$ cat src/rtl/mmio_bridge_if.sv
// CPU data-port / RAM port-A bus as seen by mmio_bridge.
// The master side is the surrounding system: it drives the CPU request and returns RAM read data.
interface mmio_bridge_if #(
   parameter int DATA_W = 16,
   parameter int ADDR_W = 16
);
   logic [ADDR_W-1:0] cpu_addr;
   logic [DATA_W-1:0] cpu_wdata;
   logic              cpu_we;
   logic [DATA_W-1:0] cpu_rdata;
   logic              ram_we;
   logic [DATA_W-1:0] ram_q;

   modport master (
      output cpu_addr, cpu_wdata, cpu_we, ram_q,
      input  cpu_rdata, ram_we
   );

   modport slave (
      input  cpu_addr, cpu_wdata, cpu_we, ram_q,
      output cpu_rdata, ram_we
   );
endinterface

$ cat src/rtl/mmio_bridge.sv
// Memory-mapped I/O bridge: a six-register peripheral window at IO_BASE in front of RAM port A.
// I/O reads are registered so they share the synchronous RAM's one-cycle read latency.
module mmio_bridge #(
   parameter int                DATA_W     = 16,
   parameter int                ADDR_W     = 16,
   parameter logic [ADDR_W-1:0] IO_BASE    = 16'hCFFD,
   parameter int                NUM_SW     = 8,
   parameter int                NUM_DIGITS = 4,
   parameter int                TIMER_W    = 16
) (
   input  logic                    clk,
   input  logic                    reset,
   mmio_bridge_if.slave            bus,
   input  logic [NUM_SW-1:0]       switches,
   output logic [4*NUM_DIGITS-1:0] disp_value,
   output logic                    irq
);
   localparam int DISP_W = 4 * NUM_DIGITS;

   typedef enum logic [2:0] {
      OFF_SW     = 3'd0,
      OFF_DISP   = 3'd1,
      OFF_EDGE   = 3'd2,
      OFF_TIMER  = 3'd3,
      OFF_CMP    = 3'd4,
      OFF_STATUS = 3'd5
   } reg_off_e;

   logic [ADDR_W-1:0]  offset;
   logic               hit;
   logic               wr_disp, wr_edge, wr_timer, wr_cmp, wr_status;

   logic [NUM_SW-1:0]  sw_meta, sw_sync, sw_prev;
   logic [1:0]         arm_cnt;
   logic               armed;
   logic [NUM_SW-1:0]  edge_set, edge_clr, edge_flags;

   logic [TIMER_W-1:0] timer, cmp;
   logic               match, ien_t, ien_e;

   logic [DATA_W-1:0]  io_next, io_q;
   logic               sel_q;

   // Addresses below IO_BASE wrap to large offsets, so one compare covers the whole window.
   assign offset = bus.cpu_addr - IO_BASE;
   assign hit    = (offset < ADDR_W'(6));

   assign wr_disp   = bus.cpu_we & hit & (offset[2:0] == OFF_DISP);
   assign wr_edge   = bus.cpu_we & hit & (offset[2:0] == OFF_EDGE);
   assign wr_timer  = bus.cpu_we & hit & (offset[2:0] == OFF_TIMER);
   assign wr_cmp    = bus.cpu_we & hit & (offset[2:0] == OFF_CMP);
   assign wr_status = bus.cpu_we & hit & (offset[2:0] == OFF_STATUS);

   assign bus.ram_we = bus.cpu_we & ~hit;

   // NOTE: sequential state uses non-blocking assignments so every flop samples pre-edge values.
   always_ff @(posedge clk) begin
      if (!reset) begin
         sw_meta <= '0;
         sw_sync <= '0;
         sw_prev <= '0;
         arm_cnt <= '0;
      end else begin
         sw_meta <= switches;
         sw_sync <= sw_meta;
         sw_prev <= sw_sync;
         if (arm_cnt != 2'd3) arm_cnt <= arm_cnt + 2'd1;
      end
   end

   // Edge detection waits until the synchroniser and prev stage hold real switch samples.
   assign armed    = (arm_cnt == 2'd3);
   assign edge_set = sw_sync & ~sw_prev & {NUM_SW{armed}};
   assign edge_clr = wr_edge ? bus.cpu_wdata[NUM_SW-1:0] : '0;

   always_ff @(posedge clk) begin
      if (!reset) begin
         disp_value <= '0;
         edge_flags <= '0;
         timer      <= '0;
         cmp        <= '0;
         match      <= 1'b0;
         ien_t      <= 1'b0;
         ien_e      <= 1'b0;
         irq        <= 1'b0;
      end else begin
         if (wr_disp) disp_value <= bus.cpu_wdata[DISP_W-1:0];
         if (wr_cmp)  cmp        <= bus.cpu_wdata[TIMER_W-1:0];
         if (wr_status) begin
            ien_t <= bus.cpu_wdata[1];
            ien_e <= bus.cpu_wdata[2];
         end
         // Set is ORed in after the clear so a same-cycle set always survives.
         edge_flags <= (edge_flags & ~edge_clr) | edge_set;
         match      <= (match & ~(wr_status & bus.cpu_wdata[0])) | (timer == cmp);
         timer      <= wr_timer ? bus.cpu_wdata[TIMER_W-1:0] : timer + TIMER_W'(1);
         irq        <= (match & ien_t) | ((|edge_flags) & ien_e);
      end
   end

   always_comb begin
      // NOTE: default first so no path through the case leaves io_next unassigned (no latch).
      io_next = '0;
      case (offset[2:0])
         OFF_SW:     io_next = DATA_W'(sw_sync);
         OFF_DISP:   io_next = DATA_W'(disp_value);
         OFF_EDGE:   io_next = DATA_W'(edge_flags);
         OFF_TIMER:  io_next = DATA_W'(timer);
         OFF_CMP:    io_next = DATA_W'(cmp);
         OFF_STATUS: io_next = DATA_W'({ien_e, ien_t, match});
         default:    io_next = '0;
      endcase
   end

   always_ff @(posedge clk) begin
      if (!reset) begin
         sel_q <= 1'b0;
         io_q  <= '0;
      end else begin
         sel_q <= hit;
         io_q  <= io_next;
      end
   end

   assign bus.cpu_rdata = sel_q ? io_q : bus.ram_q;
endmodule

$ cat src/flat_wrapper.sv
// flat-port wrapper written by rule: the top's interface ports become plain ports
module mmio_bridge_flat 
#(
   parameter int                DATA_W     = 16,
   parameter int                ADDR_W     = 16,
   parameter logic [ADDR_W-1:0] IO_BASE    = 16'hCFFD,
   parameter int                NUM_SW     = 8,
   parameter int                NUM_DIGITS = 4,
   parameter int                TIMER_W    = 16
)
  (clk, reset, switches, disp_value, irq, bus_cpu_addr, bus_cpu_wdata, bus_cpu_we, bus_ram_q, bus_cpu_rdata, bus_ram_we);
  mmio_bridge_if #(.DATA_W(DATA_W), .ADDR_W(ADDR_W)) bus_i ();
  input  logic clk;
  input  logic reset;
  input  logic [NUM_SW-1:0] switches;
  output logic [4*NUM_DIGITS-1:0] disp_value;
  output logic irq;
  input wire logic [$bits(bus_i.cpu_addr)-1:0] bus_cpu_addr;
  input wire logic [$bits(bus_i.cpu_wdata)-1:0] bus_cpu_wdata;
  input wire logic [$bits(bus_i.cpu_we)-1:0] bus_cpu_we;
  input wire logic [$bits(bus_i.ram_q)-1:0] bus_ram_q;
  output wire logic [$bits(bus_i.cpu_rdata)-1:0] bus_cpu_rdata;
  output wire logic [$bits(bus_i.ram_we)-1:0] bus_ram_we;
  assign bus_i.cpu_addr = bus_cpu_addr;
  assign bus_i.cpu_wdata = bus_cpu_wdata;
  assign bus_i.cpu_we = bus_cpu_we;
  assign bus_i.ram_q = bus_ram_q;
  assign bus_cpu_rdata = bus_i.cpu_rdata;
  assign bus_ram_we = bus_i.ram_we;
  mmio_bridge #(.DATA_W(DATA_W), .ADDR_W(ADDR_W), .IO_BASE(IO_BASE), .NUM_SW(NUM_SW), .NUM_DIGITS(NUM_DIGITS), .TIMER_W(TIMER_W)) u_core (.clk(clk), .reset(reset), .bus(bus_i), .switches(switches), .disp_value(disp_value), .irq(irq));
endmodule
$ cat config.mk
export PLATFORM = sky130hd
export DESIGN_NAME = mmio_bridge_flat
export DESIGN_NICKNAME = d
export VERILOG_FILES = /design/src/rtl/mmio_bridge_if.sv /design/src/rtl/mmio_bridge.sv /design/src/flat_wrapper.sv
export SDC_FILE = /design/constraint.sdc
export NUM_CORES = 1
export LEC_CHECK = 0
export BUFFER_PORTS_ARGS = -buffer_cell sky130_fd_sc_hd__buf_4
export CAP_MARGIN = 25
export CORE_ASPECT_RATIO = 1.5
export CORE_UTILIZATION = 40
export CTS_CLUSTER_DIAMETER = 200
export DETAILED_ROUTE_END_ITERATION = 12
export PLACE_DENSITY = 0.63
export SYNTH_ARGS = -nofsm -noshare
export SYNTH_HDL_FRONTEND = slang
export SYNTH_SLANG_ARGS = --single-unit
$ cat constraint.sdc
create_clock -name clk -period 2.69 [get_ports clk]
set_clock_uncertainty 0.15 [all_clocks]
set_input_delay 0.538 -clock clk [delete_from_list [all_inputs] [get_ports clk]]
set_output_delay 0.538 -clock clk [all_outputs]
set_load 0.1 [all_outputs]
Word level (Yosys, flattened, before mapping):

Cells that the tools add are included.

* flip-flop bits (word level): 103
* latch bits: 0
* bits in writable memories: 0
* ROM bits: 0
* bits of input ports: 59
* output and inout port bits: 34
* word-level logic and storage cells: 53
* memories: 0

* $add $sub $neg: 3
* $mul: 0
* divide/modulo/power cells: 0
* order comparisons: 1
* equality and inequality tests: 8
* shift operators: 0
* muxes and demuxes: 4
* bitwise logic cells: 21
* reduce and logical (&&, ||, !) cells: 2

Operator list (count)
* $pmux W16 S6: 1
* $mux W16: 2
* $and A8 B8 Y8: 3
* $add A16 B1 Y16 const B: 1
* $eq A16 B16 Y1: 1
* $lt A16 B3 Y1 const B: 1
* $not A8 Y8: 2
* $sub A16 B16 Y16 const B: 1
* $and A1 B1 Y1: 11
* $mux W8: 1
* $or A8 B8 Y8: 1
* $reduce_or A8 Y1: 1
* $eq A3 B2 Y1 const B: 2
* $eq A3 B3 Y1 const B: 2
* $eq A3 B1 Y1 const B: 1
* $logic_not A3 Y1: 1
* $add A2 B1 Y2 const B: 1
* $eq A2 B2 Y1 const B: 1
* $ne A2 B2 Y1 const B: 1
* $not A1 Y1: 2
* $or A1 B1 Y1: 2

Longest topological paths before layout:

Gate-level depths: netlist (run 1).

* depth after elaboration: 8
* mapped depth: 9
* gate-level depth less buffers: 7

Worst setup path before layout (run 1):

OpenSTA, ideal clock, no wires.

* kind: input -> output
* start point: input port bus_cpu_addr[0]
* end point: output port bus_ram_we
* arrival time: 2633 ps
* required time: 2002 ps
* path slack: -631 ps
* stages: 7
* path buffers: 0
* cells stage by stage: inv_1 -> ha_1 -> nand4b_1 -> or4_1 -> xnor2_1 -> nand2_1 -> o31a_1

* longest elaborated chain between the ends: 4

Ends and longest elaborated chain
* start: declaration: line flat_wrapper.sv:18 `input wire logic [$bits(bus_i.cpu_addr)-1:0] bus_cpu_addr;`
* $sub A16 B16 Y16: line mmio_bridge.sv:45 `assign offset = bus.cpu_addr - IO_BASE;`
* $lt A16 B3 Y1: line mmio_bridge.sv:46 `assign hit = (offset < ADDR_W'(6));`
* $not A1 Y1: line mmio_bridge.sv:54 `assign bus.ram_we = bus.cpu_we & ~hit;`
* $and A1 B1 Y1: line mmio_bridge.sv:54
* end: declaration: line flat_wrapper.sv:23 `output wire logic [$bits(bus_i.ram_we)-1:0] bus_ram_we;`

Every way passes these cells.

Worst setup path after layout (run 1):

Same ends and word-level chain as after synthesis.

==> results by group, run 1 <==
Timing
  – RSZ-0062 raised after global routing: true
  – Fin crit share: 107.6%
  – Max Clock Freq: 345.3 MHz
  – Least-Margin Pin Slew: 512.2 ps
  – Hold Vio Cnt, Final: 0
  – Minimum clock period: 2896 ps
  – Fin. max-slew vios: 0
  – # setup viols final: 1
  – Max transition margin: 65.54%
  – Final setup margin: -205.7 ps

Placed design
  – DP HPWL: 9.662 mm
  – Placed insts: 787
  – IO Port Bufs: 92
  – DP Worst Slack: -394.7 ps
  – Routability cong.: 0.8380

Clock network
  – Num CTS Buffers: 9
  – Clk root buf: clkbuf_16
  – Longest Clk Path Bufs: 2
  – Hold buffers post-CTS: 0
  – CTS tree: yes
  – Worst-Skew Late Latency: 350 ps
  – CTS Sinks: 103
  – H-tree depth: 3
  – Clk pin slew, worst setup/hold paths: 70 ps

Worst hold path
  – Hold Path Class: in2reg
  – HP Start: bus_cpu_wdata[1]
  – WHS Path Cells: 2
  – Worst Hold Path EP: u_core.edge_flags[1]

Pwr
  – Pwr dens: 532.1 mW/mm2
  – Leakage: 2.901 nW
  – Worst VDD drop: 0.0003789 V

Final layout
  – Area Overhead vs Synth: 30.80%
  – Finished Layout Cells: 803
  – # diodes: 0
  – # nets final: 712
  – Layout cells sized above 1: 28.31%

Synthesis
  – Simple-gate share of the synthesized area: 21.94%
  – Yosys cell types: 55
  – Yosys warning count: 0
  – Post-Synth XOR/XNOR Area: 5.989%
  – Post-synthesis adder-cell area fraction: 1.761%
  – Synth Area in Compound Gates: 11.30%
  – Post-synth EDFFs: 0
  – Mean Syn Cell Area: 9.259 um2
  – Post-synth ARST share: 0%
  – Leading register cell type out of synthesis: dfxtp_1
  – Seq/Total Area, Yosys: 41.47%
  – Largest family of logic cells by synthesized area: simple AND/OR/NAND/NOR gates
  – Syn Nets: 603
  – Seq cells post-synth: 103
  – Gate Count Post-Synth: 537
  – Multiplexer area fraction after synthesis: 13.89%
  – Synthesized area: 0.004972 mm2

Drt
  – Via count: 4238
  – 1st-iter DRT viols: 247
  – Residual DRC: 0
  – Post-Route WL: 13.07 mm
  – Drt wl/cell: 16.28 um
  – Post-route ant nets: 0
  – DR vias/cell: 5.278
  – DRT Pass-1 Iters: 5

Setup path
  – CP Launch Type: primary input
  – WS Path Type: in2out
  – Crit path cell chain: buf_6 -> inv_4 -> ha_4 -> nand4b_1 -> or4_4 -> xnor2_4 -> nand2_2 -> o31a_4 -> buf_12
  – Slowest CP cell: or4_4
  – Register-to-register setup slack: 790 ps
  – Crit path DAT: 2210 ps
  – CP Buf/Inv Count: 3
  – CP max stage delay: 490 ps
  – Worst r2r src: u_core.timer[2]
  – R2r endpoint: u_core.timer[15]
  – CP delay by family, top: simple AND/OR/NAND/NOR gates
  – Worst path required time: 2000 ps
  – Setup crit end kind: output port
  – Reg2reg path depth: 5
  – Critical path fanouts, max: 3

Global route
  – Vias in the first global route: 4306
  – Pin count of the biggest net entering global routing: 58
  – First-pass GRT wire length: 21.31 mm
  – Grt total ovfl: 0
  – Initial antenna violation count: 0
  – All-Layer GR Usage: 21.15%

Floorplan
  – Die X: 93.04 um
  – Die H: 138.6 um
  – DIE AREA: 0.01289 mm2
  – Row cnt: 49
  – Core area: 0.01208 mm2
  – I/O pins: 93
  – Initial Util: 41.17%

Run status
  – Failing checks: negative setup slack
  – Outcome: finished, violations left

Run
  – Max Cap Violations: 0
[how the worst max path moves through the flow]
stage                     from         end  cells past startpoint
6_report       bus_cpu_addr[0]  bus_ram_we                      9
5_1_grt        bus_cpu_addr[0]  bus_ram_we                     10
4_1_cts        bus_cpu_addr[1]  bus_ram_we                      9
3_5_place_dp   bus_cpu_addr[0]  bus_ram_we                      9
3_3_place_gp   bus_cpu_addr[0]  bus_ram_we                      9
2_1_floorplan  bus_cpu_addr[0]  bus_ram_we                      7
[layer usage]
layer  GRT usage (%)  vias up  share of wire [%]
li1                -     2127                  -
met4           10.53        0                2.7
met5               0        -                  0
met2           36.76       95                 53
met1           24.76     1995                 41
met3           3.399       21                3.4
[synthesized netlist by cell type (all sizes together) (2+ instances only)]
cell | n | area, um2
a21oi | 9 | 45.04
nor4 | 9 | 77.57
and4 | 4 | 35.03
mux2i | 51 | 510.5
a22oi | 15 | 112.6
nand4bb | 2 | 22.52
buf | 8 | 50.04
and2 | 30 | 187.7
and3 | 3 | 18.77
a32oi | 4 | 35.03
nand3 | 10 | 50.05
dfxtp | 103 | 2062
ha | 7 | 87.58
a31oi | 16 | 100.1
nand2b | 10 | 62.56
or4 | 4 | 30.03
clkbuf | 28 | 105.1
xnor2 | 14 | 122.6
a221o | 3 | 30.03
xor2 | 20 | 175.2
a221oi | 8 | 70.07
mux2 | 16 | 180.2
a211oi | 2 | 15.01
or3 | 3 | 20.02
a41oi | 2 | 17.52
nand2 | 99 | 371.6
nand4 | 12 | 93.84
inv | 7 | 26.28
nor2 | 11 | 41.29
a22o | 2 | 17.52
nand3b | 8 | 60.06
[metrics by stage]
step	power (mW)	utilization (%)	instance area [um2]	TNS (ps)	hold slack [ps]
after floorplan	1.878	-	5039	-2333	261.9
after detailed placement	2.071	50.68	6121	-7308	270.2
after global routing	3.598	53.85	6504	-268.8	227.3
final	3.460	53.85	6504	-205.7	228.7
after global placement	2.058	50.68	6121	-5809	263.0
after CTS	3.488	53.70	6486	-236.2	215.8
[sequential cells by signal (all words and copies together) (netlist names), 2 cells and up]
| signal | cells |
|---|---|
| u_core.sw_meta | 8 |
| u_core.sw_sync | 8 |
| u_core.cmp | 16 |
| u_core.arm_cnt | 2 |
| u_core.timer | 16 |
| u_core.io_q | 16 |
| u_core.edge_flags | 8 |
| u_core.sw_prev | 8 |
| u_core.disp_value | 16 |
[report_power, final]
group / switching [mW] / internal [mW]
sequential: 0.0204 / 1.56
combinational: 0.285 / 0.184
clock: 0.596 / 0.821
total: 0.901 / 2.56
[placed cells by master, fill, tap and decap left out, types with 3 or more instances in the layout]
| master | count |
|---|---|
| and3_1 | 3 |
| buf_4 | 128 |
| nand2_1 | 98 |
| dfxtp_1 | 103 |
| nor4_1 | 7 |
| a32oi_1 | 4 |
| and4_1 | 4 |
| a221oi_1 | 8 |
| nand4_1 | 9 |
| xnor2_1 | 12 |
| a221o_1 | 3 |
| inv_1 | 5 |
| and2_1 | 30 |
| clkbuf_16 | 9 |
| nand3_1 | 10 |
| a22oi_1 | 15 |
| mux2_2 | 16 |
| nand2b_1 | 10 |
| or4_1 | 3 |
| a21oi_1 | 9 |
| mux2i_1 | 51 |
| nand3b_1 | 8 |
| buf_12 | 4 |
| ha_1 | 6 |
| nor2_1 | 11 |
| xor2_1 | 20 |
| a31oi_1 | 16 |
[repair_timing]
item / 4_1_cts / 5_1_grt
pin swaps: 0 / 1
setup buffers: 1 / 0
endpoints found under the setup margin: 1 / 1
resized for setup: 11 / 3
[area by class of cell]
class                      count  area [um2]
clock inverter                 6       93.84
inverter                       7       31.28
multi-input combinational    391        2836
timing repair buffer         134        1064
sequential                   103        2062
fill                        1136        5574
tap                          153       191.4
clock buffer                   9       225.2
[logic make-up (layout without fill, tap and decap cells)]
kind of cell    count (synthesis)  count (layout)
mux                            67              67
simple gates                  208             208
buf+inv                        43             156
xor+xnor                       34              34
flops                         103             103
fa+ha+maj                       7               7
compound gates                 75              75
Note: power is estimated with default switching activity, not from simulation.
==> inputs of run 2 (changes only) <==
- clock period: 2.69 -> 2.4 ns (I/O delays scaled with it)
==> results by group, run 2 (synthesis results as in run 1) <==
Global route
  – Grt total ovfl: 0
  – First-pass GRT wire length: 22.76 mm
  – Pin count of the biggest net entering global routing: 56
  – Initial antenna violation count: 0
  – Vias in the first global route: 4537
  – All-Layer GR Usage: 23.04%

Final layout
  – Commonest non-fill, non-tap cells in the layout: 141 x buf_4, 103 x dfxtp_1, 99 x nand2_1, 51 x mux2i_1, 30 x and2_1
  – Multi-input gate area: 0.002918 mm2
  – Final non-filler cell area: 0.006810 mm2
  – Fillers: 1086
  – Finished Layout Cells: 824
  – Layout cells sized above 1: 31.45%
  – Sequential cell area: 0.002062 mm2
  – # diodes: 0
  – Most common cell after layout, fill and taps aside: buf_4
  – # nets final: 733
  – Area Overhead vs Synth: 36.97%

Setup path
  – Setup crit end kind: output port
  – Critical path fanouts, max: 4
  – WS Path Type: in2out
  – Crit path cell chain: buf_8 -> inv_6 -> ha_4 -> nand4b_1 -> or4_4 -> xnor2_2 -> nand2_1 -> o31a_4 -> buf_12
  – Slowest CP cell: or4_4
  – CP Buf/Inv Count: 3
  – Worst path required time: 1770 ps
  – CP delay by family, top: simple AND/OR/NAND/NOR gates
  – CP Launch Type: primary input
  – CP max stage delay: 510 ps
  – Crit path DAT: 2270 ps

Timing
  – Max transition margin: 62.65%
  – Fin. max-slew vios: 0
  – Max Clock Freq: 344.9 MHz
  – Hold Vio Cnt, Final: 0
  – # setup viols final: 25
  – Fin crit share: 120.8%
  – Sum Neg Setup Slack: -1927 ps
  – Final setup margin: -499.0 ps
  – RSZ-0062 raised after global routing: true
  – Fin Hold WS: 181.7 ps
  – Minimum clock period: 2899 ps
  – Least-Margin Pin Slew: 555.1 ps

Pwr
  – Pwr dens: 559.3 mW/mm2
  – Leakage: 3.029 nW
  – Final total power: 3.809 mW
  – Worst VDD drop: 0.0004279 V

Clock network
  – H-tree depth: 3
  – CTS Sinks: 103
  – Worst-Skew Late Latency: 340 ps
  – Longest Clk Path Bufs: 2
  – Clk root buf: clkbuf_16
  – Clk pin slew, worst setup/hold paths: 70 ps
  – Num CTS Buffers: 9
  – CTS tree: yes

Floorplan
  – DIE AREA: 0.01289 mm2
  – Initial Util: 41.17%
  – Row cnt: 49
  – Core area: 0.01208 mm2
  – Die X: 93.04 um
  – Die H: 138.6 um
  – I/O pins: 93

Worst hold path
  – Hold Path Class: in2reg

Drt
  – Residual DRC: 0
  – Post-route ant nets: 0
  – Via count: 4464
  – Drt wl/cell: 17.46 um
  – 1st-iter DRT viols: 310
  – DR vias/cell: 5.417
  – Post-Route WL: 14.39 mm
  – DRT Pass-1 Iters: 4

Placed design
  – Cell Area, Placed: 0.006254 mm2
  – IO Port Bufs: 92
  – DP HPWL: 10.58 mm
  – Placed insts: 798
  – Routability cong.: 0.8347

Run
  – Max Cap Violations: 0

Run status
  – Outcome: finished, violations left
  – Failing checks: negative setup slack
==> run 2: cell count changes in the layout (fill, tap and decap cells not counted), moves of 2 or more <==
cell / change
a221oi_2: +2
a31oi_4: +4
buf_12: +4
buf_4: +13
a31oi_1: -4
a221oi_1: -2
xor2_1: -2
buf_8: +2
==> run 2: stage by stage <==
stage	utilization, %	worst slack (ps)
floorplan	-	-422.3
global placement	51.78	-567.8
detailed placement	51.78	-606.0
CTS	55.86	-481.4
global route	56.39	-578.0
finish	56.39	-499.0
==> run 2: cell type report <==
class | count | share of cell area [%]
sequential | 103 | 30.28
inverter | 7 | 0.4961
timing repair buffer | 155 | 19.20
multi-input combinational | 391 | 42.84
tap | 153 | 2.811
clock inverter | 4 | 0.8084
clock buffer | 11 | 3.564
==> run 2: path summary, 6_finish.rpt <==
check                    start                   end  slack (ps)  depth (start not counted)
min           bus_cpu_wdata[1]  u_core.edge_flags[1]         180                          2
min reg2reg  u_core.sw_meta[3]     u_core.sw_sync[3]         280                          1
max            bus_cpu_addr[0]            bus_ram_we        -500                          9
max reg2reg    u_core.timer[2]      u_core.timer[15]         570                          5
==> run 2: timing repair <==
item | in CTS | in global routing
gates resized for setup | 21 | 12
pin swaps | 7 | 2
hold buffers | 0 | 0
buffers inserted | 10 | 4
cloned | 1 | 0
endpoints found under the setup margin | 25 | 54
==> run 2: report_power, final <==
group          internal, mW  switching, mW  total (mW)
clock network         0.837          0.627        1.46
logic                 0.238          0.338       0.576
registers              1.74         0.0251        1.77
==> run 2: routing by layer <==
layer | vias up | global-route usage (%) | share of wire (%)
li1 | 2179 | - | -
met2 | 109 | 43.19 | 54
met3 | 32 | 3.015 | 3.2
met1 | 2144 | 24.22 | 38
met4 | 0 | 12.39 | 4.5
met5 | - | 0 | 0
==> run 2: worst reg2reg max path, cell delays in order (launching register included) <==
cell	delay, ps
dfxtp_1	510
and4_1	470
nand3_1	150
o21a_1	200
o21ai_0	150
mux2i_1	90
